## config.mk

```make
export PLATFORM = sky130hd
export DESIGN_NAME = data_mem_arbiter_flat
export DESIGN_NICKNAME = d
export VERILOG_FILES = /design/src/rtl/data_mem_arbiter_if.sv /design/src/rtl/data_mem_arbiter.sv /design/src/flat_wrapper.sv
export SDC_FILE = /design/constraint.sdc
export NUM_CORES = 1
export LEC_CHECK = 0
export BUFFER_PORTS_ARGS = -buffer_cell sky130_fd_sc_hd__buf_2
export CAP_MARGIN = 20
export CORE_UTILIZATION = 40
export CTS_CLUSTER_DIAMETER = 200
export DETAILED_ROUTE_END_ITERATION = 16
export MAX_ROUTING_LAYER = met4
export PLACE_DENSITY = 0.83
export SYNTH_ARGS = -nofsm -noshare
export SYNTH_HDL_FRONTEND = slang
export SYNTH_SLANG_ARGS = --single-unit
```

## constraint.sdc

```tcl
create_clock -name clk -period 2.98 [get_ports clk]
set_input_delay 0 -clock clk [delete_from_list [all_inputs] [get_ports clk]]
set_output_delay 0 -clock clk [all_outputs]
set_load 0.02 [all_outputs]
```

## src/rtl/data_mem_arbiter_if.sv

```systemverilog
// Core-array / data-RAM bundle for the shared data memory arbiter.
// slave is the arbiter's view; master is the cores-plus-RAM side.
interface data_mem_arbiter_if #(
    parameter int core_count = 2,
    parameter int addr_width = 12,
    parameter int reg_width  = 12,
    parameter int cnt_width  = 16
) ();
    logic [core_count-1:0]            req;
    logic [core_count-1:0]            lock;
    logic [core_count-1:0]            wr;
    logic [addr_width*core_count-1:0] addr_in;
    logic [reg_width*core_count-1:0]  wdata_in;
    logic [core_count-1:0]            gnt;
    logic [core_count-1:0]            rvalid;
    logic [reg_width-1:0]             rdata;
    logic [addr_width-1:0]            mem_addr;
    logic [reg_width-1:0]             mem_wdata;
    logic                             mem_wren;
    logic [reg_width-1:0]             mem_q;
    logic [cnt_width-1:0]             conflict_count;

    modport slave (
        input  req, lock, wr, addr_in, wdata_in, mem_q,
        output gnt, rvalid, rdata, mem_addr, mem_wdata, mem_wren,
        output conflict_count
    );

    modport master (
        output req, lock, wr, addr_in, wdata_in, mem_q,
        input  gnt, rvalid, rdata, mem_addr, mem_wdata, mem_wren,
        input  conflict_count
    );
endinterface

```

## src/rtl/data_mem_arbiter.sv

```systemverilog
// Round-robin arbiter sharing one synchronous-read data RAM among cores,
// with bounded lock bursts and a saturating contention counter.
module data_mem_arbiter #(
    parameter int core_count = 2,
    parameter int addr_width = 12,
    parameter int reg_width  = 12,
    parameter int max_burst  = 4,
    parameter int cnt_width  = 16
) (
    input logic               clk,
    input logic               reset,
    data_mem_arbiter_if.slave bus
);
    localparam int PW = $clog2(core_count);
    localparam int BW = (max_burst > 1) ? $clog2(max_burst) : 1;

    logic [PW-1:0]         ptr_q, ptr_d;
    logic [BW-1:0]         burst_cnt_q, burst_cnt_d;
    logic [core_count-1:0] rd_pend_q, rd_pend_d;
    logic [cnt_width-1:0]  conflict_q, conflict_d;

    logic [core_count-1:0] gnt;
    logic [PW-1:0]         win;
    logic [PW-1:0]         nxt;
    logic                  any;
    logic                  many;
    logic [addr_width-1:0] mem_addr;
    logic [reg_width-1:0]  mem_wdata;
    int                    idx;
    int                    nreq;

    // Scan from ptr upward; descending loop leaves the nearest requester.
    always_comb begin
        gnt  = '0;
        win  = ptr_q;
        any  = 1'b0;
        idx  = 0;
        nreq = 0;
        for (int i = core_count - 1; i >= 0; i--) begin
            idx = int'(ptr_q) + i;
            if (idx >= core_count) idx = idx - core_count;
            if (bus.req[PW'(idx)]) begin
                win = PW'(idx);
                any = 1'b1;
            end
        end
        for (int j = 0; j < core_count; j++) begin
            if (bus.req[j]) nreq = nreq + 1;
        end
        if (reset) any = 1'b0;
        if (any) gnt[win] = 1'b1;
        many = (nreq >= 2);
        nxt  = (int'(win) == core_count - 1) ? '0 : win + 1'b1;
    end

    always_comb begin
        mem_addr  = '0;
        mem_wdata = '0;
        for (int j = 0; j < core_count; j++) begin
            if (PW'(j) == win) begin
                mem_addr  = bus.addr_in[j*addr_width +: addr_width];
                mem_wdata = bus.wdata_in[j*reg_width +: reg_width];
            end
        end
    end

    always_comb begin
        ptr_d       = ptr_q;
        burst_cnt_d = burst_cnt_q;
        rd_pend_d   = gnt & ~bus.wr;
        conflict_d  = conflict_q;
        if (many && conflict_q != '1) conflict_d = conflict_q + 1'b1;
        if (any) begin
            if (bus.lock[win] && win == ptr_q &&
                burst_cnt_q < BW'(max_burst - 1)) begin
                burst_cnt_d = burst_cnt_q + 1'b1;
            end else if (bus.lock[win] && win != ptr_q && max_burst > 1) begin
                // A locked core taking over starts its burst already counted.
                ptr_d       = win;
                burst_cnt_d = BW'(1);
            end else begin
                ptr_d       = nxt;
                burst_cnt_d = '0;
            end
        end
    end

    always_ff @(posedge clk) begin
        if (reset) begin
            ptr_q       <= '0;
            burst_cnt_q <= '0;
            rd_pend_q   <= '0;
            conflict_q  <= '0;
        end else begin
            ptr_q       <= ptr_d;
            burst_cnt_q <= burst_cnt_d;
            rd_pend_q   <= rd_pend_d;
            conflict_q  <= conflict_d;
        end
    end

    assign bus.gnt            = gnt;
    assign bus.rvalid         = rd_pend_q;
    assign bus.rdata          = bus.mem_q;
    assign bus.mem_addr       = mem_addr;
    assign bus.mem_wdata      = mem_wdata;
    assign bus.mem_wren       = any & bus.wr[win];
    assign bus.conflict_count = conflict_q;
endmodule

```

## src/flat_wrapper.sv

```systemverilog
// flat-port wrapper written by rule: the top's interface ports become plain ports
module data_mem_arbiter_flat 
#(
    parameter int core_count = 2,
    parameter int addr_width = 12,
    parameter int reg_width  = 12,
    parameter int max_burst  = 4,
    parameter int cnt_width  = 16
)
  (clk, reset, bus_req, bus_lock, bus_wr, bus_addr_in, bus_wdata_in, bus_mem_q, bus_gnt, bus_rvalid, bus_rdata, bus_mem_addr, bus_mem_wdata, bus_mem_wren, bus_conflict_count);
  data_mem_arbiter_if #(.core_count(core_count), .addr_width(addr_width), .reg_width(reg_width), .cnt_width(cnt_width)) bus_i ();
  input logic clk;
  input logic reset;
  input wire logic [$bits(bus_i.req)-1:0] bus_req;
  input wire logic [$bits(bus_i.lock)-1:0] bus_lock;
  input wire logic [$bits(bus_i.wr)-1:0] bus_wr;
  input wire logic [$bits(bus_i.addr_in)-1:0] bus_addr_in;
  input wire logic [$bits(bus_i.wdata_in)-1:0] bus_wdata_in;
  input wire logic [$bits(bus_i.mem_q)-1:0] bus_mem_q;
  output wire logic [$bits(bus_i.gnt)-1:0] bus_gnt;
  output wire logic [$bits(bus_i.rvalid)-1:0] bus_rvalid;
  output wire logic [$bits(bus_i.rdata)-1:0] bus_rdata;
  output wire logic [$bits(bus_i.mem_addr)-1:0] bus_mem_addr;
  output wire logic [$bits(bus_i.mem_wdata)-1:0] bus_mem_wdata;
  output wire logic [$bits(bus_i.mem_wren)-1:0] bus_mem_wren;
  output wire logic [$bits(bus_i.conflict_count)-1:0] bus_conflict_count;
  assign bus_i.req = bus_req;
  assign bus_i.lock = bus_lock;
  assign bus_i.wr = bus_wr;
  assign bus_i.addr_in = bus_addr_in;
  assign bus_i.wdata_in = bus_wdata_in;
  assign bus_i.mem_q = bus_mem_q;
  assign bus_gnt = bus_i.gnt;
  assign bus_rvalid = bus_i.rvalid;
  assign bus_rdata = bus_i.rdata;
  assign bus_mem_addr = bus_i.mem_addr;
  assign bus_mem_wdata = bus_i.mem_wdata;
  assign bus_mem_wren = bus_i.mem_wren;
  assign bus_conflict_count = bus_i.conflict_count;
  data_mem_arbiter #(.core_count(core_count), .addr_width(addr_width), .reg_width(reg_width), .max_burst(max_burst), .cnt_width(cnt_width)) u_core (.clk(clk), .reset(reset), .bus(bus_i));
endmodule
```

* After elaboration in Yosys (flattened, before gate mapping)
Cells that the tools add are included.
** Word-level totals
- Memories :: 0
- Logic and storage cells :: 58
- Bits in writable memories :: 0
- Flip-flop bits (word level) :: 21
- Memory bits (read-only) :: 0
- Latch bits :: 0
** Cells by class
- Bitwise gates (word level) :: 4
- Reduce and logical (&&, ||, !) cells :: 6
- Add/subtract/negate cells :: 7
- Divide/modulo/power cells :: 0
- $mul :: 0
- Muxes and demuxes :: 26
- Order comparisons :: 8
- Shift-type cells :: 0
- Equal/unequal tests :: 3
** Operators with widths (number)
- $ge A32 B3 Y1 const B :: 1
- $mux W32 :: 1
- $mux W12 :: 2
- $mux W1 :: 20
- $add A16 B1 Y16 const B :: 1
- $ne A16 B16 Y1 const B :: 1
- $lt A1 B3 Y1 const B :: 2
- $logic_and A1 B1 Y1 :: 5
- $add A1 B1 Y2 const B :: 2
- $mux W2 :: 2
- $add A2 B1 Y2 const B :: 1
- $and A2 B2 Y2 :: 1
- $ge A1 B2 Y1 const B :: 1
- $ge A2 B2 Y1 const B :: 1
- $lt A1 B2 Y1 const B :: 1
- $lt A2 B2 Y1 const B :: 1
- $not A2 Y2 :: 1
- $reduce_and A2 Y1 :: 1
- $sub A1 B1 Y1 const B :: 2
- $add A1 B1 Y1 const B :: 1
- $and A1 B1 Y1 :: 1
- $demux W1 S1 :: 1
- $eq A1 B1 Y1 :: 1
- $ge A1 B1 Y1 const B :: 1
- other kinds (2) :: 2

* Logic depth before layout (Yosys ltp)
Gate-level depths: netlist of run 1.
- Word-level depth :: 14
- Gate-level depth with buffers :: 7
- Gate-level depth less buffers :: 5

* Worst setup path before layout of run 1
No wires, ideal clock.
- Kind :: register to register
- Start :: register u_core.conflict_q[0] (netlist: u_core.bus.conflict_count[0])
- End :: register u_core.conflict_q[14] (netlist: u_core.bus.conflict_count[14])
- Setup time :: 121 ps
- Data arrival time :: 1918 ps
- Path buffers :: 0
- Data required time :: 2859 ps
- Stages on the path, launching flop included :: 6
- Setup slack :: 941 ps
- Period minus slack after synthesis :: 2039 ps
- Cells stage by stage :: dfxtp_1 -> ha_1 -> nand4_2 -> or3_4 -> nor4_1 -> mux2_2
** On the way
- Cells in the longest elaborated chain, start to end :: 2
- Elaborated cells on any way between the ends :: 3
- Those cells by class :: 1 x add/sub; 1 x eq/ne; 1 x reduce/logical
** RTL lines
- start, declared :: line data_mem_arbiter.sv:20 : logic [cnt_width-1:0] conflict_q, conflict_d;
- start signal, assigned :: line data_mem_arbiter.sv:98 : conflict_q <= conflict_d;
- parallel branches: the longest is 2 deep, another holds $add A16 B1 Y16
Several ways; the timed one is not identified.
A chain may end at the register's enable or synchronous reset.

* Worst setup path after layout of run 1
- Start :: register u_core.conflict_q[0] (netlist: u_core.bus.conflict_count[0])
- End :: register u_core.conflict_q[1] (netlist: u_core.bus.conflict_count[1])
The elaborated chain is that of the path after synthesis.

==> flow_metrics.tcl, run 1 <==
set metrics [dict create \
    cts-htree-levels 1 \
    power.combinational.fraction 0.298 \
    port-buffer-count 100 \
    clk_pin_slew_ps 110 \
    synth_async_sr_flop_share 0 \
    via_count 1477 \
    crit_arrival_ps 2230 \
    synth_seq_area_share 0.302 \
    relative_contribution_of_sequential_cells_to_total_power 0.483 \
    postSynthCellCount 155 \
    antenna_cells_inserted 0 \
    layout_commonest_cell "sky130_fd_sc_hd__buf_2" \
    power.share.clock 0.219 \
    post_route_skew_ps 10.5 \
    cp-start-kind "flop" \
    ant_nets 0 \
    synth-edff-count 0 \
    sw_frac_of_total 0.298 \
    crit_path_max_fanout 15 \
    run_status "finished, final reports clean" \
    grt_usage 0.208 \
    drive_above_1_share 0.549 \
    peak_supply_drop_mv 0.127 \
    wire_length_of_the_first_global_routing_pass_mm 5.69 \
    finalWirelength_mm 3.61 \
    endpoint_kind "flop" \
    worstPathBufferInverterCount 1 \
    worst_hold_path_type "in2out" \
    most-common-layout-cells "sky130_fd_sc_hd__buf_2, sky130_fd_sc_hd__mux2_2, sky130_fd_sc_hd__dfxtp_1" \
    detailed_place_hpwl_mm 2.88 \
    worst_path_class_setup "reg2reg" \
    cts-root-buf "sky130_fd_sc_hd__clkbuf_4" \
    post-route-min-period_ps 2040 \
    clock_insertion_delay_worst_skew_ps 300 \
    gp_congestion 0.811 \
    grt.overflow.total 0 \
    fp.dieH_um 61.0 \
    slew-limit-headroom 0.610 \
    cp.required_ps 3170 \
    grt_antenna_before_repair 0 \
    route.detailed.drc 0 \
    p_int_uw 426 \
    detailedRoute.firstIterationViolations 52 \
    grt_pass1_vias 1274 \
    leakage_nw 0.892 \
    report.final.hold_viol_count 0 \
    grt_setup_unrepaired "no" \
    yosys_register_bits 21 \
    clock_tree.buffer_depth 2 \
    postCtsSetupBuffers 0 \
    critPathSlowestCell "sky130_fd_sc_hd__o41ai_2" \
    detailedRoute.firstPassIterationCount 4 \
    grt_max_degree 31 \
    max_cap_violations 0 \
    synthesis.yosys.warnings 0 \
    numCtsBuffers 3 \
    syn_area_per_cell_sq_um 8.98 \
    setup_tns_ps 0 \
    dp_worst_setup_slack_ps 964 \
    final.period_utilization 0.684 \
    layout-area-overhead-vs-synth_pct 37.9 \
    path_delay_family "compound AO/OA/AOI/OAI gates" \
    syn-cell-area_sq_mm 0.00139 \
    tightest_slew_ps 584 \
    post_cts_resize_count 0 \
    floorplan.io_pins 125 \
    placementRows 21 \
    initial_utilization 0.417 \
    setup_slack_ps 942 \
    critical_path.max_stage_delay_ps 570 \
    postSynth.topFlopCell "sky130_fd_sc_hd__dfxtp_1" \
    tritoncts "yes" \
    coreArea_sq_mm 0.00334 \
    floorplan.die_area_sq_mm 0.00372 \
    nNetsFinal 317 \
    synth.net_count 225 \
    timing.fmax_mhz 491 \
    powerDensity_mw_per_mm2 317 \
    post_synth_num_cell_types 34 \
    hold_buffers 4 \
    die_w_um 61.0 \
    routedWlPerCell_um 12.4 \
    crit_chain "ha_1 > nand4_2 > o41ai_2 > buf_4 > mux2i_1 > nor2_1" \
    timing_max_transition_violations_final 0 \
    total_switching_power_uw 181 \
    clock_sink_count 21 \
    vias_per_cell 5.06 \
    setup-violations-final 0 \
]
-- power groups by stage --
stage               combinational, mW  clock (mW)  sequential [mW]
floorplan                       0.129           0            0.299
global placement                0.166           0            0.304
detailed placement              0.170           0            0.304
CTS                             0.175       0.137            0.298
global route                    0.195       0.152            0.295
finish                          0.181       0.133            0.293
-- flip-flops by register name, summed over array words and instances, names as in the netlist --
name and flops:
u_core.burst_cnt_q 2, u_core.bus.conflict_count 16, u_core.bus.rvalid 2, u_core.ptr_q 1
-- final timing paths --
path                           startpoint                           end  slack, ps  cells past startpoint
max reg2reg  u_core.bus.conflict_count[0]  u_core.bus.conflict_count[1]        940                      6
max          u_core.bus.conflict_count[0]  u_core.bus.conflict_count[1]        940                      6
min reg2reg  u_core.bus.conflict_count[7]  u_core.bus.conflict_count[7]        520                      2
min                         bus_mem_q[11]                 bus_rdata[11]      0.009                      0
-- layout make-up --
class                      instances  area (sq um)
inverter                           2          7.51
clock buffer                       4          26.3
fill                             348          1420
tap                               46          57.6
timing repair buffer             106           563
multi-input combinational        113           843
sequential                        21           420
-- per-stage QoR --
| stage | power (mW) | hold slack, ps | util | cell area [sq um] | instances |
|---|---|---|---|---|---|
| after floorplan | 0.428 | 71.6 | - | 1390 | 155 |
| final | 0.608 | 0.00881 | 0.575 | 1920 | 292 |
| after global routing | 0.642 | 0.0293 | 0.575 | 1920 | 292 |
| after global placement | 0.470 | 0.137 | 0.550 | 1840 | 283 |
| after CTS | 0.611 | 0.137 | 0.570 | 1900 | 291 |
| after detailed placement | 0.475 | 0.137 | 0.550 | 1840 | 283 |
-- metal layers --
layer  GRT usage  vias to the layer above  wire length [um]
met2       0.374                       48              1940
met1       0.239                      674              1470
li1            -                      749                 -
met3      0.0256                        6               158
met5           -                        -                 0
met4      0.0649                        0                44
-- cell usage after synthesis (all sizes together), types with 4 or more instances --
cell type  instances  area [sq um]
nand4              5          37.5
nor2b              4          25.0
dfxtp             21           420
o31ai              4          30.0
or3                7          48.8
mux2              27           304
buf               14           109
or4                4          30.0
clkbuf             5          18.8
nand2              6          22.5
o21ai              6          30.0
nor4               5          31.3
nand3              5          30.0
a21oi             11          55.1
nor2               9          33.8
-- worst register-to-register path, delay by kind of cell, from the launching register on --
family,cells,cell delay [ps]
DFF,1,430
AOI/OAI and AO/OA,1,570
adders and majority gates,1,260
buffers and inverters,1,280
and+or+nand+nor,2,200
muxes,1,190
-- logic make-up after synthesis --
family                     Yosys count  share of synthesized area
buffers and inverters               21                     0.0971
adders and majority gates            2                     0.0180
DFF                                 21                      0.302
muxes                               30                      0.240
xor gates and xnor gates             1                    0.00630
and+or+nand+nor                     55                      0.229
AOI/OAI and AO/OA                   25                      0.107
Power figures use the tool's default switching activity.
==> inputs of run 2 (changes only) <==
CORE_UTILIZATION = 37   (was 40)
PLACE_DENSITY = 0.78   (was 0.83)
clock period = 1.9 ns   (was 2.98 ns; I/O delays follow)
==> flow_metrics.tcl, run 2 (same netlist as run 1, synthesis figures left out) <==
set metrics [dict create \
    rrSetupSlack_ps 60 \
    setup_slack_ps 63.8 \
    timing_max_transition_violations_final 0 \
    initial_utilization 0.401 \
    dp_worst_setup_slack_ps 19.1 \
    route.detailed.drc 0 \
    worstHoldPathCells 0 \
    layout-area-overhead-vs-synth_pct 48.4 \
    cts-root-buf "sky130_fd_sc_hd__clkbuf_8" \
    max_cap_violations 0 \
    grt_usage 0.198 \
    placementRows 21 \
    layout_commonest_cell "sky130_fd_sc_hd__buf_2" \
    wire_length_of_the_first_global_routing_pass_mm 6.18 \
    tritoncts "yes" \
    detailedRoute.firstPassIterationCount 5 \
    powerDensity_mw_per_mm2 508 \
    detailed_place_hpwl_mm 3.06 \
    run_status "finished, final reports clean" \
    fp.dieH_um 63.3 \
    clock_tree.buffer_depth 2 \
    clock_sink_count 21 \
    crit_arrival_ps 2040 \
    detailedRoute.firstIterationViolations 159 \
    grt.overflow.total 0 \
    post_dp_cell_area_sq_mm 0.00194 \
    worst_path_class_setup "reg2reg" \
    nNetsFinal 327 \
    grt_antenna_before_repair 0 \
    reg2reg_depth 5 \
    floorplan.die_area_sq_mm 0.00401 \
    die_w_um 63.3 \
    post-route-min-period_ps 1840 \
    cts-htree-levels 1 \
    floorplan.io_pins 125 \
    via_count 1549 \
    cp-start-kind "flop" \
    endpoint_kind "flop" \
    rr_startpoint "u_core.bus.conflict_count[1]" \
    most-common-layout-cells "sky130_fd_sc_hd__buf_2, sky130_fd_sc_hd__mux2_2, sky130_fd_sc_hd__dfxtp_1" \
    grt_setup_unrepaired "no" \
    holdCritStartpoint "bus_mem_q[5]" \
    final_cell_area_sq_mm 0.00206 \
    tightest_slew_ps 432 \
    timing.hold.ws_ps 0.00882 \
    port-buffer-count 100 \
    setup-violations-final 0 \
    numCtsBuffers 3 \
    finalWirelength_mm 3.88 \
    ant_nets 0 \
    post_layout_nonfiller_instances 302 \
    vias_per_cell 5.13 \
    report.final.hold_viol_count 0 \
    grt_pass1_vias 1368 \
    final.period_utilization 0.966 \
    routedWlPerCell_um 12.8 \
    setup_tns_ps 0 \
    drive_above_1_share 0.594 \
    slew-limit-headroom 0.709 \
    leakage_nw 0.965 \
    timing.fmax_mhz 545 \
    peak_supply_drop_mv 0.220 \
    worstHoldEndpoint "bus_rdata[5]" \
    clk_pin_slew_ps 80 \
    final_core_utilization 0.595 \
    post_route_skew_ps 3.48 \
    largest_register_ff_count 16 \
    antenna_cells_inserted 0 \
    worst_hold_path_type "in2out" \
    cp.required_ps 2100 \
    coreArea_sq_mm 0.00347 \
    gp_congestion 0.849 \
    dp.cells 295 \
    crit_path_max_fanout 5 \
    power_mw 1.05 \
    clock_insertion_delay_worst_skew_ps 270 \
    worst_r2r_endpoint "u_core.bus.conflict_count[10]" \
    grt_max_degree 26 \
]
run 2: cell count changes in the layout (fill, tap and decap cells not counted), sizes merged:
| cell | previous run | this run |
|---|---|---|
| dlygate4sd3 | 4 | 3 |
| buf | 102 | 113 |
| clkbuf | 4 | 3 |
| clkinv | 0 | 1 |
run 2: how the worst max path moves through the flow:
stage	depth (start not counted)	start	to	slack (ps)
2_1_floorplan	5	u_core.bus.conflict_count[0]	u_core.bus.conflict_count[14]	40
3_3_place_gp	5	u_core.bus.conflict_count[1]	u_core.bus.conflict_count[14]	50
3_5_place_dp	5	u_core.bus.conflict_count[1]	u_core.bus.conflict_count[14]	20
4_1_cts	6	u_core.bus.conflict_count[1]	u_core.bus.conflict_count[0]	30
5_1_grt	5	u_core.bus.conflict_count[1]	u_core.bus.conflict_count[10]	8
6_report	5	u_core.bus.conflict_count[1]	u_core.bus.conflict_count[10]	60
run 2: layout make-up:
type / instances / area (sq um)
Multi-Input combinational cell: 113 / 897
Timing Repair Buffer: 116 / 628
Inverter: 2 / 7.51
Clock inverter: 1 / 5.00
Clock buffer: 3 / 41.3
Sequential cell: 21 / 428
Tap cell: 46 / 57.6
Fill cell: 335 / 1400
run 2: worst max-delay path, cell delays in order (launching register included):
cell and delay, ps:
sky130_fd_sc_hd__dfxtp_4 380, sky130_fd_sc_hd__ha_4 150, sky130_fd_sc_hd__nand4_4 130, sky130_fd_sc_hd__or3_4 450, sky130_fd_sc_hd__or4_1 500, sky130_fd_sc_hd__a21oi_1 150
run 2: power breakdown:
part           internal, mW  leakage [nW]  switching, mW
sequential            0.446         0.171        0.00699
combinational         0.143         0.768          0.153
clock                 0.147        0.0255          0.152
run 2: routing by layer:
layer  share of wire  GRT usage  routed length (um)
met5               0          -                   0
met4           0.014     0.0540                  56
met3           0.067     0.0453                 258
met2            0.50      0.334                1950
met1            0.42      0.233                1610
run 2: what timing repair did:
action                                  4_1_cts  5_1_grt
pin swaps                                     0        1
resized for setup                             1        5
hold buffers                                  3        0
buffers inserted                              0        0
endpoints found under the setup margin        1       13
endpoints found under the hold margin         3        0
==> inputs of run 3 (changes only) <==
MAX_ROUTING_LAYER = not set   (was met4)
SETUP_SLACK_MARGIN = 0.5   (was not set)
==> flow_metrics.tcl, run 3 (same netlist as run 1, synthesis figures left out) <==
set metrics [dict create \
    via_count 1541 \
    detailed_place_hpwl_mm 2.98 \
    timing_max_transition_violations_final 0 \
    detailedRoute.firstIterationViolations 87 \
    drive_above_1_share 0.668 \
    grt_max_degree 31 \
    leakage_nw 1.00 \
    ant_nets 0 \
    fp.dieH_um 63.3 \
    routed-wl-met2_mm 2.15 \
    coreArea_sq_mm 0.00347 \
    tightest_slew_ps 503 \
    crit_path_max_fanout 6 \
    setup-violations-final 0 \
    grt_antenna_before_repair 0 \
    top_routing_layer_used "met4" \
    final_cell_area_sq_mm 0.00216 \
    setup_slack_ps 206 \
    rr_startpoint "u_core.bus.conflict_count[13]" \
    layout-area-overhead-vs-synth_pct 55.5 \
    timing.fmax_mhz 590 \
    cp-start-kind "flop" \
    port-buffer-count 100 \
    dp_worst_setup_slack_ps 176 \
    grt_pass1_vias 1407 \
    vias_per_cell 5.05 \
    detailedRoute.firstPassIterationCount 4 \
    route.layer.met1.wl_mm 1.77 \
    routedWlPerCell_um 13.7 \
    grt_usage 0.197 \
    worst_r2r_endpoint "u_core.bus.conflict_count[0]" \
    rrSetupSlack_ps 210 \
    die_w_um 63.3 \
    worst_hold_path_type "in2out" \
    placementRows 21 \
    initial_utilization 0.401 \
    worstHoldPathCells 0 \
    wl_met3_um 235 \
    gp_congestion 0.808 \
    critPathSlowestCell "sky130_fd_sc_hd__o41ai_4" \
    floorplan.die_area_sq_mm 0.00401 \
    run_status "finished, final reports clean" \
    clock_insertion_delay_worst_skew_ps 250 \
    grt_setup_unrepaired "yes" \
    post_layout_nonfiller_instances 305 \
    slew-limit-headroom 0.665 \
    n_fill_cell 317 \
    cp.required_ps 2030 \
    crit_arrival_ps 1820 \
    cts-htree-levels 1 \
    final.period_utilization 0.892 \
    holdCritStartpoint "bus_mem_q[0]" \
    post_route_skew_ps 1.21 \
    clk_pin_slew_ps 70 \
    finalWirelength_mm 4.19 \
    antenna_cells_inserted 0 \
    nNetsFinal 330 \
    powerDensity_mw_per_mm2 487 \
    critical_path.max_stage_delay_ps 520 \
    cts-root-buf "sky130_fd_sc_hd__clkbuf_8" \
    layout_commonest_cell "sky130_fd_sc_hd__buf_2" \
    max_cap_violations 0 \
    report.final.hold_viol_count 0 \
    numCtsBuffers 3 \
    post-route-min-period_ps 1690 \
    tritoncts "yes" \
    crit_chain "nand4_1 > o41ai_4 > buf_4 > xor2_1 > nor2_1" \
    grt.overflow.total 0 \
    largest_register_ff_count 16 \
    reg2reg_depth 5 \
    worst_path_class_setup "reg2reg" \
    wire_length_of_the_first_global_routing_pass_mm 6.42 \
    endpoint_kind "flop" \
    worstHoldEndpoint "bus_rdata[0]" \
    setup_tns_ps 0 \
    most-common-layout-cells "sky130_fd_sc_hd__buf_2, sky130_fd_sc_hd__mux2_2, sky130_fd_sc_hd__buf_4" \
    floorplan.io_pins 125 \
    peak_supply_drop_mv 0.289 \
    clock_tree.buffer_depth 2 \
    route.detailed.drc 0 \
    clock_sink_count 21 \
    post_dp_cell_area_sq_mm 0.00193 \
    dp.cells 286 \
]
## run 3: cell count changes in the layout (fill, tap and decap cells not counted), sizes merged
cell    before  now
buf        113  115
clkbuf       3    5
clkinv       1    0
## run 3: worst max path at each step
stage          slack, ps  cells after the start                            end                          start
6_report             210                      5   u_core.bus.conflict_count[0]  u_core.bus.conflict_count[13]
2_1_floorplan        210                      5  u_core.bus.conflict_count[14]   u_core.bus.conflict_count[1]
3_3_place_gp         210                      5  u_core.bus.conflict_count[14]   u_core.bus.conflict_count[1]
3_5_place_dp         180                      5   u_core.bus.conflict_count[1]  u_core.bus.conflict_count[10]
5_1_grt              140                      5   u_core.bus.conflict_count[1]  u_core.bus.conflict_count[12]
4_1_cts              240                      6   u_core.bus.conflict_count[1]   u_core.bus.conflict_count[0]
## run 3: area by class of cell
class	count	area [sq um]	share of cell area
clock buffer	4	45.0	0.0208
inverter	2	7.51	0.00347
multi-input combinational	113	918	0.425
sequential	21	457	0.211
tap	46	57.6	0.0266
timing repair buffer	119	678	0.313
## run 3: metal layers
layer / track usage / up-vias
met5: 0 / -
met3: 0.0380 / 4
met2: 0.335 / 50
met4: 0.0597 / 0
li1: - / 769
met1: 0.250 / 718
## run 3: metrics by stage
step                       util  power [mW]  hold WS [ps]
final                     0.624        1.05       0.00778
after global routing      0.624        1.10        0.0331
after CTS                 0.600        1.05         0.137
after detailed placement  0.556       0.751         0.137
after global placement    0.556       0.748         0.137
after floorplan               -       0.674          40.0
## run 3: worst max-delay path, delay by kind of cell, from the launching register on
kind,cells,cell delay (ps)
AO/OA/AOI/OAI,1,520
XOR/XNOR,1,190
buffers and inverters,1,210
flip-flops,1,380
AND/OR/NAND/NOR,2,270
## run 3: where the power goes
group	total [mW]	internal, mW	switching (mW)
Sequential	0.448	0.441	0.00683
Combinational	0.318	0.155	0.163
Clock	0.287	0.149	0.138
Total	1.05	0.745	0.308
## run 3: repair_timing
item / in CTS / in global routing
hold endpoints to repair: 3 / 0
hold buffers: 3 / 0
setup buffers: 7 / 3
setup endpoints to repair: 40 / 37
gates cloned: 1 / 1
gates resized for setup: 6 / 11
pin swaps: 14 / 5
